--- src/rtl/contador_reader_if.sv ---
// Read port between contador_reader (master) and the pop-counter block (slave).
// Handshake: the master holds req high while addressing idx. The slave raises valid with
// data for that idx no earlier than the cycle after idx changes. The master captures
// data on any WAIT edge where valid is high, then moves idx on.
interface contador_reader_if #(
  parameter int CNT_W = 5,
  parameter int IDX_W = 3
);
  logic             req;
  logic [IDX_W-1:0] idx;
  logic [CNT_W-1:0] data;
  logic             valid;

  modport master (output req, idx, input data, valid);
  modport slave  (input req, idx, output data, valid);
endinterface

--- src/rtl/contador_reader.sv ---
// Readout sequencer: walks idx over the pop counters, packs every count into cnt_all,
// and marks any slot that stays silent past TIMEOUT wait cycles in err.
module contador_reader #(
  parameter int NUM_CNT = 5,
  parameter int CNT_W   = 5,
  parameter int IDX_W   = 3,
  parameter int TIMEOUT = 8
) (
  input  logic                     CLK,
  input  logic                     reset,
  input  logic                     IDLE,
  input  logic                     start,
  contador_reader_if.master        rd,
  output logic                     busy,
  output logic                     done,
  output logic                     abort,
  output logic [NUM_CNT*CNT_W-1:0] cnt_all,
  output logic [NUM_CNT-1:0]       err,
  output logic [1:0]               dbg_state
);

  localparam int               TW     = (TIMEOUT > 1) ? $clog2(TIMEOUT) : 1;
  localparam logic [TW-1:0]    T_LAST = TW'(TIMEOUT - 1);
  localparam logic [IDX_W-1:0] I_LAST = IDX_W'(NUM_CNT - 1);

  typedef enum logic [1:0] {
    S_IDLE   = 2'd0,
    S_SETTLE = 2'd1,
    S_WAIT   = 2'd2,
    S_DONE   = 2'd3
  } state_t;

  state_t                   state, state_d;
  logic [TW-1:0]            tcnt, tcnt_d;
  logic [IDX_W-1:0]         idx_d;
  logic                     req_d, busy_d, done_d, abort_d;
  logic [NUM_CNT*CNT_W-1:0] cnt_all_d;
  logic [NUM_CNT-1:0]       err_d;

  assign dbg_state = state;

  always_ff @(posedge CLK or negedge reset) begin
    if (!reset) begin
      state   <= S_IDLE;
      tcnt    <= '0;
      rd.req  <= 1'b0;
      rd.idx  <= '0;
      busy    <= 1'b0;
      done    <= 1'b0;
      abort   <= 1'b0;
      cnt_all <= '0;
      err     <= '0;
    end else begin
      state   <= state_d;
      tcnt    <= tcnt_d;
      rd.req  <= req_d;
      rd.idx  <= idx_d;
      busy    <= busy_d;
      done    <= done_d;
      abort   <= abort_d;
      cnt_all <= cnt_all_d;
      err     <= err_d;
    end
  end

  always_comb begin
    state_d   = state;
    tcnt_d    = tcnt;
    idx_d     = rd.idx;
    cnt_all_d = cnt_all;
    err_d     = err;
    abort_d   = 1'b0;

    case (state)
      S_IDLE: begin
        if (start && IDLE) begin
          state_d   = S_SETTLE;
          idx_d     = '0;
          cnt_all_d = '0;
          err_d     = '0;
        end
      end

      // valid may still describe the previous idx here, so it is not looked at.
      S_SETTLE: begin
        if (!IDLE) begin
          state_d = S_IDLE;
          abort_d = 1'b1;
        end else begin
          tcnt_d  = '0;
          state_d = S_WAIT;
        end
      end

      S_WAIT: begin
        if (!IDLE) begin
          state_d = S_IDLE;
          abort_d = 1'b1;
        end else if (rd.valid || (tcnt == T_LAST)) begin
          // valid takes priority over a timeout landing on the same edge.
          if (rd.valid) begin
            cnt_all_d[int'(rd.idx)*CNT_W +: CNT_W] = rd.data;
          end else begin
            err_d[rd.idx] = 1'b1;
          end
          if (rd.idx == I_LAST) begin
            state_d = S_DONE;
            idx_d   = '0;
          end else begin
            idx_d   = rd.idx + 1'b1;
            state_d = S_SETTLE;
          end
        end else if (tcnt != T_LAST) begin
          tcnt_d = tcnt + 1'b1;
        end
      end

      S_DONE: begin
        state_d = S_IDLE;
        idx_d   = '0;
      end

      default: begin
        state_d = S_IDLE;
      end
    endcase

    // Outputs are registered copies of the next-state decode.
    req_d  = (state_d == S_SETTLE) || (state_d == S_WAIT);
    busy_d = req_d;
    done_d = (state_d == S_DONE);
  end

endmodule

--- src/flat_wrapper.sv ---
// flat-port wrapper written by rule: the top's interface ports become plain ports
module contador_reader_flat 
#(
  parameter int NUM_CNT = 5,
  parameter int CNT_W   = 5,
  parameter int IDX_W   = 3,
  parameter int TIMEOUT = 8
)
  (CLK, reset, IDLE, start, busy, done, abort, cnt_all, err, dbg_state, rd_req, rd_idx, rd_data, rd_valid);
  contador_reader_if #(.CNT_W(CNT_W), .IDX_W(IDX_W)) rd_i ();
  input  logic CLK;
  input  logic reset;
  input  logic IDLE;
  input  logic start;
  output logic busy;
  output logic done;
  output logic abort;
  output logic [NUM_CNT*CNT_W-1:0] cnt_all;
  output logic [NUM_CNT-1:0] err;
  output logic [1:0] dbg_state;
  output wire logic [$bits(rd_i.req)-1:0] rd_req;
  output wire logic [$bits(rd_i.idx)-1:0] rd_idx;
  input wire logic [$bits(rd_i.data)-1:0] rd_data;
  input wire logic [$bits(rd_i.valid)-1:0] rd_valid;
  assign rd_req = rd_i.req;
  assign rd_idx = rd_i.idx;
  assign rd_i.data = rd_data;
  assign rd_i.valid = rd_valid;
  contador_reader #(.NUM_CNT(NUM_CNT), .CNT_W(CNT_W), .IDX_W(IDX_W), .TIMEOUT(TIMEOUT)) u_core (.CLK(CLK), .reset(reset), .IDLE(IDLE), .start(start), .rd(rd_i), .busy(busy), .done(done), .abort(abort), .cnt_all(cnt_all), .err(err), .dbg_state(dbg_state));
endmodule
--- config.mk ---
export PLATFORM = sky130hd
export DESIGN_NAME = contador_reader_flat
export DESIGN_NICKNAME = d
export VERILOG_FILES = /design/src/rtl/contador_reader_if.sv /design/src/rtl/contador_reader.sv /design/src/flat_wrapper.sv
export SDC_FILE = /design/constraint.sdc
export NUM_CORES = 1
export LEC_CHECK = 0
export CELL_PAD_IN_SITES_DETAIL_PLACEMENT = 1
export CELL_PAD_IN_SITES_GLOBAL_PLACEMENT = 1
export CORE_UTILIZATION = 41
export DETAILED_ROUTE_END_ITERATION = 10
export GPL_TIMING_DRIVEN = 0
export PLACE_DENSITY = 0.9
export SETUP_SLACK_MARGIN = 0.3
export SLEW_MARGIN = 5
export SYNTH_ARGS = -nofsm -noshare
export SYNTH_HDL_FRONTEND = slang
export SYNTH_SLANG_ARGS = --single-unit
--- constraint.sdc ---
create_clock -name CLK -period 4.45 [get_ports CLK]
set_input_delay 0.445 -clock CLK [delete_from_list [all_inputs] [get_ports CLK]]
set_output_delay 0.445 -clock CLK [all_outputs]
set_load 0.1 [all_outputs]
**Word-level counts from Yosys, hierarchy flattened**

Cells that the tools add are included.

- Register bits after elaboration: 41
- Bits of input ports: 10
- Word-level logic and storage cells: 78
- Output and inout bits: 39

- Add/sub/neg operators: 3
- Bitwise logic cells: 1
- $lt $le $gt $ge: 2
- Multipliers: 1
- Shifts and indexed selects: 2
- Multiplexer cells: 31
- Equal/unequal tests: 17
- Reductions and logical operators: 13

Operators with widths:

| kind | number |
|---|---|
| 25-bit 2-to-1 mux | 4 |
| 25-bit case mux with 2 select lines | 1 |
| 32-bit negator with 33-bit output | 1 |
| 5-bit by 33-bit variable shift with 25-bit output, first input constant | 1 |
| 5-bit by 33-bit indexed part select with 25-bit output | 1 |
| 25-bit bitwise mux | 1 |
| 3-bit 2-to-1 mux | 8 |
| 5-bit 2-to-1 mux | 4 |
| 5-bit AND reduction | 3 |
| 2-bit 2-to-1 mux | 5 |
| 2-bit != test, second input constant | 5 |
| 5-bit case mux with 2 select lines | 1 |
| 3-bit case mux with 3 select lines | 1 |
| 2-bit == test, second input constant | 4 |
| 2-bit case mux with 4 select lines | 1 |
| 3-bit by 1-bit adder with 3-bit output, second input constant | 2 |
| 3-bit == test, second input constant | 2 |
| 3-bit by 3-bit multiplier with 6-bit output, second input constant | 1 |
| 2-bit by 1-bit != test with 1-bit output, second input constant | 3 |
| 3-bit case mux with 2 select lines | 1 |
| 5-bit bitwise OR | 1 |
| 2-bit by 1-bit == test with 1-bit output, second input constant | 2 |
| 3-bit by 4-bit < comparator with 1-bit output, second input constant | 1 |
| 4-bit AND reduction | 1 |
| other kinds (10) | 15 |

**Longest topological paths before layout**

- Depth after elaboration: 9
- Gate-level depth with buffers: 8
- Mapped depth without buffers: 8

**Worst setup path after synthesis**

OpenSTA, ideal clock, no wires.

- Path type: register -> register
- From: register u_core.rd.idx[0]
- To: register u_core.cnt_all[23]
- Path buffers: 1
- Stages on the path, launching flop included: 8
- Period minus slack after synthesis: 3.090 ns
- Setup slack: 1.360 ns
- Arrival: 2.966 ns
- Setup time: 0.124 ns
- Data required time: 4.326 ns
- Cell sequence: dfrtp_1 inv_1 ha_1 ha_1 or4_1 buf_2 and3_1 a211o_1

- Word-level cells in the longest chain between the ends: 8
- Elaborated cells on any way between the ends: 9
- Classes of those cells: add/sub (1); mul (1); shift (2); mux (5)

Ends and longest elaborated chain:

| element | RTL line | text |
|---|---|---|
| start: declaration | contador_reader_if.sv:14 | `modport master (output req, idx, input data, valid);` |
| start signal: assignment | contador_reader.sv:57 | `rd.idx <= idx_d;` |
| 3-bit by 3-bit multiplier with 6-bit output (*) | contador_reader.sv:102 | `cnt_all_d[int'(rd.idx)*CNT_W +: CNT_W] = rd.data;` |
| 32-bit negator with 33-bit output (*) | contador_reader.sv:102 |  |
| 5-bit by 33-bit indexed part select with 25-bit output or 5-bit by 33-bit variable shift with 25-bit output (tied branches) | contador_reader.sv:102 |  |
| 25-bit bitwise mux (*) | contador_reader.sv:102 |  |
| 25-bit 2-to-1 mux (*) | contador_reader.sv:101 | `if (rd.valid) begin` |
| 25-bit 2-to-1 mux (*) | contador_reader.sv:99 | `end else if (rd.valid \|\| (tcnt == T_LAST)) begin` |
| 25-bit 2-to-1 mux (*) | contador_reader.sv:96 | `if (!IDLE) begin` |
| 25-bit case mux with 2 select lines (*) | contador_reader.sv:74 | `case (state)` |
| end signal: assignment | contador_reader.sv:61 | `cnt_all <= cnt_all_d;` |
| end: declaration | contador_reader.sv:17 | `output logic [NUM_CNT*CNT_W-1:0] cnt_all,` |

Mark *: on every way between the ends. The rest lies on a longest branch, timed or not. The select of a mux whose other input is x is not followed.
A chain may end at the register's enable or synchronous reset.

**Final worst setup path**

- From: register u_core.rd.idx[0]
- To: register u_core.cnt_all[21]

Same word-level chain as after synthesis.

==> results by group <==
Run status
  • Status: finished clean

Logic synthesis
  • Commonest register cell after synthesis: dfrtp_1
  • Syn. warnings: 0
  • Number of flops mapped to enable cells by yosys: 0
  • Top post-synthesis cells by area: dfrtp_1 (48%), ha_1 (7.6%), o31ai_1 (4.2%), nand2_1 (3.5%), o21ai_0 (3.3%)
  • Asr flop ratio synth: 100%
  • Cells after Synth: ~210
  • Most common cell in the synthesized netlist: dfrtp_1
  • Syn_nets: 228
  • Synth Area per Inst: 10.4 um2
  • Unique masters post-synth: 42
  • Synth area leader: dfrtp_1
  • Syn Std Cell Area: approximately 0.0021 mm2
  • Sequential share of the synthesized area: 48.2%
  • Commonest cells post-synth: dfrtp_1 (41), nand2_1 (20), o21ai_0 (14)
  • Synth top area share: 48.2%
  • Synthesized flop and latch total: between 40 and 50

Routing
  • Remaining DRCs: 0
  • First DRT Iteration DRCs: 128
  • Routed wire length: approximately 6.4 mm
  • Avg Vias per Cell: 5.72
  • DR vias: 1,881
  • ANT nets after route: 0
  • Drt first pass iters: 4
  • Routed len/inst: about 19 um

Setup path
  • CP required: between 4000 and 5000 ps
  • Crit path max-delay cell type: or4_1
  • Crit. End Element: flip-flop
  • Data arrival, critical path: 2920 ps
  • CP max stage delay: 570 ps
  • Worst Setup Path Type: reg -> reg
  • Most frequent CP cell: ha_1
  • Crit-path cells: inv_1 > ha_1 > ha_1 > or4_1 > buf_2 > and3_1 > a221o_1
  • CP Launch Type: flip-flop
  • Crit Path Max Fanout: 10

CTS
  • Clock Path Buffers: 2
  • CTS-repair resized insts: 0
  • H-Tree Depth: 2
  • Clock Tree Root: clkbuf_8
  • Skew-Pair Late Insertion Delay: 300 ps
  • Clock transition at path regs: roughly 80 ps
  • Setup bufs post-CTS: 0
  • # hold bufs at CTS: 0
  • CTS tree: built
  • Sink Count: 41
  • Num CTS Buffers: 5

Floorplanning
  • I/O pin count: 49
  • Rows: 25
  • Core area: 0.00485 mm2
  • Die area: 0.00548 mm2
  • Die Ht: 74.0 um
  • Die width: around 74 um
  • Initial core utilization: 43.9%

Global route
  • Met1 Use GR: ~30%
  • Met3 Use GR: under 10%
  • Overflow after GRT: 0
  • Met2 usage: 44.4%
  • Gr busiest metal: met2
  • Largest net degree at the start of global routing: 24
  • Initial antenna violation count: 0
  • Total GRT Usage: 25.3%
  • First-pass GRT wire length: 10.3 mm
  • Number of global-route vias before repair: between 2k and 2.5k

Cells and area
  • Layout cells sized above 1: 9.16%
  • Fillers: 540
  • Fin area: about 0.0029 mm2
  • ANT cells: 0
  • Layout area overhead: 34.1%
  • Final core occ: 58.8%
  • Final net count: 284

Pwr
  • PwrDens: 601 mW/mm2
  • Leakage power: 1.31 nW
  • Max IR drop VDD: between 300 and 400 uV

Timing
  • Hold WS: 87.0 ps
  • Minimum clock period: 2730 ps
  • RSZ-0062 raised after global routing: no
  • Max-slew headroom: 33.8%
  • Fmax: about 0.37 GHz
  • Fin. Hold Viols: 0
  • Final setup vio count: 0
  • Final Max Tran Viols: 0
  • Clock Skew: 6.38 ps
  • Worst Tran Pin Value: 990 ps
  • Period utilisation layout: 61.4%
  • Setup TNS: 0 ps

Placement
  • Port-buffer cells: 48
  • Gp weighted congestion: 0.765
  • Placed cell areas: 0.00271 mm2
  • DP HPWL: 4.51 mm

Min path
  • Hold Crit Class: in -> async

Job
  • Max-cap viol count: 0
==> per-layer routing <==
layer  wire, um  share of wire [%]
met5          0                  0
met4        163                2.6
met3        275                4.3
met2       3330                 52
met1       2590                 41
==> final timing paths <==
path,start,endpoint,slack [ps],depth (start not counted)
worst max-delay path,u_core.rd.idx[0]$_DFFE_PN0P_,u_core.cnt_all[21]$_DFFE_PN0P_,1720,7
worst min-delay path,reset,u_core.err[0]$_DFFE_PN0P_,90,1
worst max register to register,u_core.rd.idx[0]$_DFFE_PN0P_,u_core.cnt_all[21]$_DFFE_PN0P_,1720,7
worst min register to register,u_core.cnt_all[13]$_DFFE_PN0P_,u_core.cnt_all[13]$_DFFE_PN0P_,480,2
max in group asynchronous,reset,u_core.cnt_all[24]$_DFFE_PN0P_,3890,2
min in group CLK,u_core.cnt_all[13]$_DFFE_PN0P_,u_core.cnt_all[13]$_DFFE_PN0P_,480,2
==> state kept, by name (all words and copies together) (netlist names) <==
signal,cells
u_core.cnt_all,25
u_core.rd.req,1
u_core.abort,1
u_core.dbg_state,2
u_core.done,1
u_core.tcnt,3
u_core.err,5
u_core.rd.idx,3
==> power breakdown <==
part | switching (W) | internal (W) | total, W
registers | 0.0000438 | 0.000421 | 0.000465
clock network | 0.000139 | 0.000226 | 0.000365
logic | 0.000649 | 0.000233 | 0.000883
total | 0.000832 | 0.000880 | 0.00171
==> final cells by class <==
| class | instances | area, um2 | share of cell area [%] |
|---|---|---|---|
| sequential | 41 | 1030 | 36.0 |
| multi-input combinational | 144 | 997 | 35.0 |
| timing repair buffer | 49 | 503 | 17.6 |
| tap | 67 | 83.8 | 2.94 |
| clock buffer | 5 | 68.8 | 2.41 |
| clock inverter | 3 | 68.8 | 2.41 |
| buffer | 8 | 58.8 | 2.06 |
| inverter | 12 | 45.0 | 1.58 |
==> logic make-up after synthesis <==
family | synth area share, %
buffers and inverters | 4.88
flip-flops | 48.2
multiplexers | 1.18
AO/OA/AOI/OAI | 20.6
AND/OR/NAND/NOR | 17.5
adder cells (fa/ha/maj) | 7.65
==> critical path: cells and delay by family, from the launching register on <==
| family | cells | cell delay (ps) |
|---|---|---|
| buf+inv | 2 | 380 |
| fa+ha+maj | 2 | 640 |
| flops | 1 | 560 |
| compound gates | 1 | 270 |
| simple gates | 2 | 770 |
==> placed cells by master (no fill, tap or decap), types with 2 or more instances in the layout <==
master           instances
o22ai_1                  2
dfrtp_1                 41
nand2b_1                 2
nor2_1                   7
nand3_1                  7
o21ai_0                 14
clkbuf_8                 5
a22o_1                   7
and2_1                   2
ha_1                    13
buf_6                    3
nor3_1                   5
o31ai_1                 12
bufinv_16                2
o2111ai_2                2
nand2_1                 20
inv_1                   12
and3_1                   9
buf_2                    3
a221o_1                  5
a22oi_1                  3
clkbuf_1                 2
clkdlybuf4s50_1         47
or3_1                    2
nor2b_1                  4
a211o_1                  4
a21oi_1                  4
nor4_1                   2
nand4_1                  3
==> through the flow <==
stage / total power, W / setup slack, ps / cells
after floorplan: 0.00111 / 1360 / 205
after global placement: 0.00131 / 1880 / 320
after detailed placement: 0.00133 / 1820 / 321
after CTS: 0.00171 / 1730 / 329
after global routing: 0.00178 / 1640 / 329
final: 0.00171 / 1720 / 329
Power figures use the tool's default switching activity.
